### src/rtl/lcd_rgb_rx.sv
// lcd_rgb_rx: receive end of the 16-bit RGB565 LCD Pmod link.
// Recovers pixel coordinates, measures frame geometry and declares lock
// after LOCK_FRAMES consecutive good frames. All logic runs on clk_pix.
// Optional feature macro: LCD_RX_CRC_EN adds frame_crc, a CRC-16-CCITT
// (poly 0x1021, init 0xFFFF, MSB first) over every de pixel of a frame.
module lcd_rgb_rx #(
  parameter int CORDW       = 10,
  parameter int H_RES       = 480,
  parameter int V_RES       = 272,
  parameter int LOCK_FRAMES = 2,
  parameter int SYNC_POL    = 0
) (
  input  logic             clk_pix,
  input  logic             rst_pix_n,
  input  logic             vga_hsync,
  input  logic             vga_vsync,
  input  logic             vga_de,
  input  logic [4:0]       vga_r,
  input  logic [5:0]       vga_g,
  input  logic [4:0]       vga_b,
  output logic             pix_valid,
  output logic [15:0]      pix_rgb,
  output logic [CORDW-1:0] sx,
  output logic [CORDW-1:0] sy,
  output logic             frame_done,
  output logic             frame_ok,
  output logic [CORDW-1:0] h_meas,
  output logic [CORDW-1:0] v_meas,
`ifdef LCD_RX_CRC_EN
  output logic [15:0]      frame_crc,
`endif
  output logic             locked
);

  localparam logic [CORDW-1:0] C_MAX  = {CORDW{1'b1}};
  localparam logic [CORDW-1:0] C_ZERO = {CORDW{1'b0}};
  localparam logic [CORDW-1:0] ONE    = CORDW'(1);
  localparam logic [CORDW-1:0] H_EXP  = CORDW'(H_RES);
  localparam logic [CORDW-1:0] V_EXP  = CORDW'(V_RES);
  localparam logic [4:0]       LOCK_N = 5'(LOCK_FRAMES);
  localparam logic             POL    = (SYNC_POL != 0);

  typedef enum logic [1:0] {SEARCH = 2'd0, TRACK = 2'd1, LOCKED = 2'd2} state_t;

  state_t            state;
  logic [3:0]        gcnt;
  logic              s1_hs, s1_vs, s1_de, s2_vs, s2_de;
  logic [15:0]       s1_rgb;
  logic [CORDW-1:0]  h_work;
  logic              have_h, err, discard;

  logic              de_rise, de_fall, vs_rise;
  logic [CORDW-1:0]  line_w, sx_nx, sy_nx, h_nx, h_cl, v_cl;
  logic              have_nx, err_nx, disc_nx, err_cl, ok_cl, lock_nx;
  logic [4:0]        gcnt_inc;

  assign de_rise  = s1_de & ~s2_de;
  assign de_fall  = ~s1_de & s2_de;
  assign vs_rise  = s1_vs & ~s2_vs;
  assign line_w   = (sx == C_MAX) ? C_MAX : sx + ONE;
  assign gcnt_inc = {1'b0, gcnt} + 5'd1;
  assign ok_cl    = (h_cl == H_EXP) && (v_cl == V_EXP) && !err_cl;

  // Input pipe: stage 1 samples the pins (syncs normalised to 1 = active), stage 2 keeps the previous sample.
  always_ff @(posedge clk_pix or negedge rst_pix_n) begin
    if (!rst_pix_n) begin
      s1_hs  <= 1'b0;
      s1_vs  <= 1'b0;
      s1_de  <= 1'b0;
      s1_rgb <= 16'h0000;
      s2_vs  <= 1'b0;
      s2_de  <= 1'b0;
    end else begin
      s1_hs  <= vga_hsync ^ ~POL;
      s1_vs  <= vga_vsync ^ ~POL;
      s1_de  <= vga_de;
      s1_rgb <= {vga_r, vga_g, vga_b};
      s2_vs  <= s1_vs;
      s2_de  <= s1_de;
    end
  end

  // Coordinate counters and per-frame working registers; the line end is settled before a frame closes.
  always_comb begin
    sx_nx   = sx;
    sy_nx   = sy;
    h_nx    = h_work;
    have_nx = have_h;
    err_nx  = err;
    disc_nx = discard;
    if (de_rise) begin
      sx_nx = C_ZERO;
    end else if (s1_de) begin
      if (sx == C_MAX) err_nx = 1'b1;
      else             sx_nx  = sx + ONE;
    end else begin
      sx_nx = sx;
    end
    if (de_fall) begin
      if (discard) begin
        disc_nx = 1'b0;
      end else begin
        if (!have_h) begin
          h_nx    = line_w;
          have_nx = 1'b1;
        end else if (line_w != h_work) begin
          err_nx = 1'b1;
        end else begin
          err_nx = err_nx;
        end
        if (sy == C_MAX) err_nx = 1'b1;
        else             sy_nx  = sy + ONE;
      end
    end else begin
      disc_nx = discard;
    end
    h_cl   = h_nx;
    v_cl   = sy_nx;
    err_cl = err_nx;
    // A line still active at the frame edge is dropped from the new frame.
    if (vs_rise) begin
      h_nx    = C_ZERO;
      have_nx = 1'b0;
      err_nx  = 1'b0;
      sy_nx   = C_ZERO;
      disc_nx = s1_de;
    end else begin
      disc_nx = disc_nx;
    end
    if (s1_de && (s1_hs || s1_vs)) err_nx = 1'b1;
    else                           err_nx = err_nx;
  end

  // Lock status as it will be after this cycle, so locked and pix_valid change together with frame_done.
  always_comb begin
    case (state)
      LOCKED:  lock_nx = !(vs_rise && !ok_cl);
      TRACK:   lock_nx = vs_rise && ok_cl && (gcnt_inc >= LOCK_N);
      default: lock_nx = 1'b0;
    endcase
  end

  // Lock FSM, frame close and all registered outputs.
  always_ff @(posedge clk_pix or negedge rst_pix_n) begin
    if (!rst_pix_n) begin
      state      <= SEARCH;
      gcnt       <= 4'd0;
      sx         <= C_ZERO;
      sy         <= C_ZERO;
      h_work     <= C_ZERO;
      have_h     <= 1'b0;
      err        <= 1'b0;
      discard    <= 1'b0;
      pix_valid  <= 1'b0;
      pix_rgb    <= 16'h0000;
      frame_done <= 1'b0;
      frame_ok   <= 1'b0;
      h_meas     <= C_ZERO;
      v_meas     <= C_ZERO;
      locked     <= 1'b0;
    end else begin
      sx         <= sx_nx;
      sy         <= sy_nx;
      h_work     <= h_nx;
      have_h     <= have_nx;
      err        <= err_nx;
      discard    <= disc_nx;
      locked     <= lock_nx;
      pix_valid  <= s1_de & lock_nx;
      pix_rgb    <= (s1_de & lock_nx) ? s1_rgb : 16'h0000;
      frame_done <= 1'b0;
      case (state)
        SEARCH: begin
          if (vs_rise) begin
            state <= TRACK;
            gcnt  <= 4'd0;
          end
        end
        TRACK: begin
          if (vs_rise) begin
            frame_done <= 1'b1;
            frame_ok   <= ok_cl;
            h_meas     <= h_cl;
            v_meas     <= v_cl;
            if (ok_cl) begin
              gcnt <= gcnt + 4'd1;
              if (gcnt_inc >= LOCK_N) state <= LOCKED;
            end else begin
              gcnt <= 4'd0;
            end
          end
        end
        LOCKED: begin
          if (vs_rise) begin
            frame_done <= 1'b1;
            frame_ok   <= ok_cl;
            h_meas     <= h_cl;
            v_meas     <= v_cl;
            if (!ok_cl) begin
              state <= TRACK;
              gcnt  <= 4'd0;
            end
          end
        end
        default: begin
          state <= SEARCH;
          gcnt  <= 4'd0;
        end
      endcase
    end
  end

`ifdef LCD_RX_CRC_EN
  logic [15:0] crc_acc;

  function automatic logic [15:0] crc16_step(input logic [15:0] c, input logic [15:0] d);
    logic [15:0] r;
    r = c;
    for (int i = 15; i >= 0; i--) begin
      r = {r[14:0], 1'b0} ^ ((r[15] ^ d[i]) ? 16'h1021 : 16'h0000);
    end
    return r;
  endfunction

  // Frame CRC: accumulate every de pixel, publish and restart at each frame edge.
  always_ff @(posedge clk_pix or negedge rst_pix_n) begin
    if (!rst_pix_n) begin
      crc_acc   <= 16'hFFFF;
      frame_crc <= 16'h0000;
    end else begin
      if (vs_rise) begin
        if (state != SEARCH) frame_crc <= crc_acc;
        crc_acc <= s1_de ? crc16_step(16'hFFFF, s1_rgb) : 16'hFFFF;
      end else if (s1_de) begin
        crc_acc <= crc16_step(crc_acc, s1_rgb);
      end
    end
  end
`endif

endmodule

### config.mk
export PLATFORM = sky130hd
export DESIGN_NAME = lcd_rgb_rx
export DESIGN_NICKNAME = d
export VERILOG_FILES = /design/src/rtl/lcd_rgb_rx.sv
export SDC_FILE = /design/constraint.sdc
export NUM_CORES = 1
export LEC_CHECK = 0
export BUFFER_PORTS_ARGS = -buffer_cell sky130_fd_sc_hd__buf_2
export CORE_ASPECT_RATIO = 1.5
export CORE_UTILIZATION = 51
export CTS_CLUSTER_SIZE = 30
export DETAILED_ROUTE_END_ITERATION = 10
export GPL_ROUTABILITY_DRIVEN = 1
export PLACE_DENSITY = 0.83
export RECOVER_POWER = 25
export SETUP_SLACK_MARGIN = 0.2
export SLEW_MARGIN = 20
export SYNTH_ARGS = -nofsm -noshare
export SYNTH_HDL_FRONTEND = slang
export SYNTH_SLANG_ARGS = --single-unit
### constraint.sdc
create_clock -name clk_pix -period 3.9 [get_ports clk_pix]
set_input_delay 0.585 -clock clk_pix [delete_from_list [all_inputs] [get_ports clk_pix]]
set_output_delay 0.585 -clock clk_pix [all_outputs]
set_load 0.02 [all_outputs]
==> flow_summary.yaml <==
timing:
  finalCritPeriodShare: 0.852
  fin_setup_tns_ps: 0
  rsz0062_at_grt: "false"
  setup_viol: 0
  worst-slew-pin-transition_ps: 2060
  min_period_ps: 3320
  relSlewSlack: -0.376
  fin_skew_ps: 7.50
  hold_viol_final: 0
  fmax_mhz: 301
  slew_violations: 87
  holdWs_ps: 344
synth:
  synth_fp_nets: 495
  yosysWarningCount: 0
  netlist_instances: 467
  synth-edff-count: 0
  ys_ff_latch: 100
  yosysSeqAreaShare: 0.535
  ys.flop_type: "dfrtp_1"
  async_reset_ff_frac: 1.00
  yosysUniqueCellTypes: 71
  syn_avg_cell_area_um2: 10.0
  syn_area_um2: 4680
global_route:
  antenna_found_initial: 0
  grt_usage: 0.258
  grt-ovfl-total: 0
  grt_pass1_wl_mm: 18.5
  grt_max_degree: 87
  first_global_vias: 3813
route:
  met3_length_um: 619
  final_antenna_net_count: 0
  routed_wl_mm: 11.5
  wl_per_cell_um: 17.7
  wl_met2_mm: 6.33
  wl_met1_mm: 4.18
  first_pass_iters: 4
  num_vias: 3795
  highest_layer: "met4"
  viasPerCell: 5.81
  first_iter_violations: 224
  route.detailed.drc: 0
setup_path:
  cp_data_required_time_ps: 4110
  worst_setup_path_start_kind: "flip-flop"
  cp_slowest_cell: "dfrtp_1"
  worstPathCellList: "ha_2 > nand3_1 > xor2_1 > nor4b_1 > o211ai_1 > nor4_2 > o2111ai_1 > buf_4 > o31ai_1 > a211oi_2"
  max_stage_delay_ps: 570
  critPathMaxFanout: 16
  worstSetupEndpointType: "flip-flop"
  crit_arrival_ps: 3540
  path_class: "reg2reg"
clocking:
  numCtsBuffers: 9
  clkTransAtPathRegs_ps: 70
  clock_latency_ps: 340
  cts_tree: "built"
  h-tree-depth: 3
  cts_max_path_buffers: 2
  clock_sinks: 100
  clock-root-buffer: "clkbuf_16"
floorplan:
  ios: 81
  die_area_um2: 9560
  core_um2: 8880
  die_w_um: 80.2
  row_count: 42
  start_util: 0.526
  die_h_um: 119
cells_and_area:
  final_util: 0.610
  num-nets-final: 567
  n_fill_cell: 726
  antenna_cells: 0
  drive_above_1_share: 0.230
  syn2layout_area_growth_pct: 15.8
power_and_ir_drop:
  vdd_ir_drop_max_mv: 0.327
  powerDensity_nw_per_um2: 448
  p_leak_nw: 2.62
place:
  numPortBuffers: 80
  dp.final_hpwl_mm: 8.42
  place.gp.congestion: 0.953
outcome:
  status: "finished with violations"
  violations: "capacitance limit, slew limit"
min_path:
  holdCritPathClass: "in2reg"
job:
  maxCapViolCount: 1
[final cells by class]
cell class	instances	area (µm²)	share of cell area
Tap cell	110	138	0.0254
Multi-Input combinational cell	320	1970	0.363
Inverter	18	67.6	0.0125
Clock buffer	9	225	0.0416
Clock inverter	6	46.3	0.00855
Sequential cell	100	2500	0.462
Timing Repair Buffer	90	472	0.0871
[layer usage]
metal  vias to the layer above  GRT usage
met5                         -          0
met1                      1861      0.284
met2                       120      0.450
li1                       1792          -
met3                        22     0.0598
met4                         0      0.138
[cell usage in the layout, fill, tap and decap left out, types with 7 or more instances in the layout]
cell / n
nand3_1: 13
nor2_1: 42
and3_1: 7
buf_2: 79
inv_1: 18
a21oi_1: 21
dfrtp_1: 100
buf_4: 9
nor3_1: 16
xor2_1: 9
clkbuf_16: 9
a31oi_1: 7
and2_1: 19
o21ai_0: 35
nand2_1: 42
[where the power goes]
part	internal [mW]	switching, mW
combinational	0.151	0.276
clock	0.434	0.390
sequential	1.11	0.0641
total	1.69	0.730
[synthesized netlist by cell type, drive strengths merged (7+ instances only)]
cell type,n,area share
nor2,42,0.034
ha,7,0.019
xor2,9,0.017
inv,18,0.014
nand4,7,0.011
nor3,17,0.019
a31oi,7,0.0094
clkbuf,16,0.013
a21oi,22,0.024
nand3,14,0.016
and3,7,0.0094
and2,19,0.025
o21ai,36,0.039
buf,13,0.018
nor4,7,0.011
nand2,42,0.034
dfrtp,100,0.54
[critical path: cells and delay by family, from the launching register on]
| family | cells | cell delay (ps) |
|---|---|---|
| simple gates | 3 | 770 |
| xor+xnor | 1 | 290 |
| buf+inv | 1 | 260 |
| compound gates | 4 | 850 |
| fa+ha+maj | 1 | 450 |
| flops | 1 | 570 |
[state kept, by name, summed over array words and instances, names as in the netlist, 2 cells and up]
signal and count:
pix_rgb 16, sy 10, gcnt 4, s1_rgb 16, h_meas 10, sx 10, v_meas 10, state 2
h_work 10
[final timing paths]
check	slack (ps)	startpoint	depth (start not counted)	to
setup / recovery	580	sx[0]	10	state[0]
hold / removal	340	vga_g[1]	1	s1_rgb[6]
setup reg to reg	580	sx[0]	10	state[0]
hold reg to reg	450	s1_rgb[8]	1	pix_rgb[8]
max in group asynchronous	1850	rst_pix_n	1	gcnt[2]
min in group asynchronous	810	rst_pix_n	1	h_meas[2]
[stage by stage]
| step | std cells | setup WS, ps | instance area [µm²] | power (mW) |
|---|---|---|---|---|
| floorplan | 467 | 939 | 4680 | 1.46 |
| global placement | 638 | 634 | 5150 | 1.60 |
| detailed placement | 638 | 522 | 5150 | 1.62 |
| CTS | 653 | 467 | 5420 | 2.43 |
| global route | 653 | 327 | 5420 | 2.53 |
| finish | 653 | 576 | 5420 | 2.42 |
[what timing repair did]
action / in CTS / in global routing
setup endpoints to repair: 0 / 3
hold buffers: 0 / 0
setup buffers: 0 / 0
resized for setup: 0 / 1
[kinds of logic (layout without fill, tap and decap cells)]
group                    after synthesis  count (layout)  synth area share
AO/OA/AOI/OAI                        110             110             0.154
flip-flops                           100             100             0.535
buffers and inverters                 47             123            0.0450
adder cells (fa/ha/maj)                7               7            0.0187
multiplexers                           8               8            0.0179
AND/OR/NAND/NOR                      182             182             0.204
XOR/XNOR                              13              13            0.0244
Power figures use the tool's default switching activity.
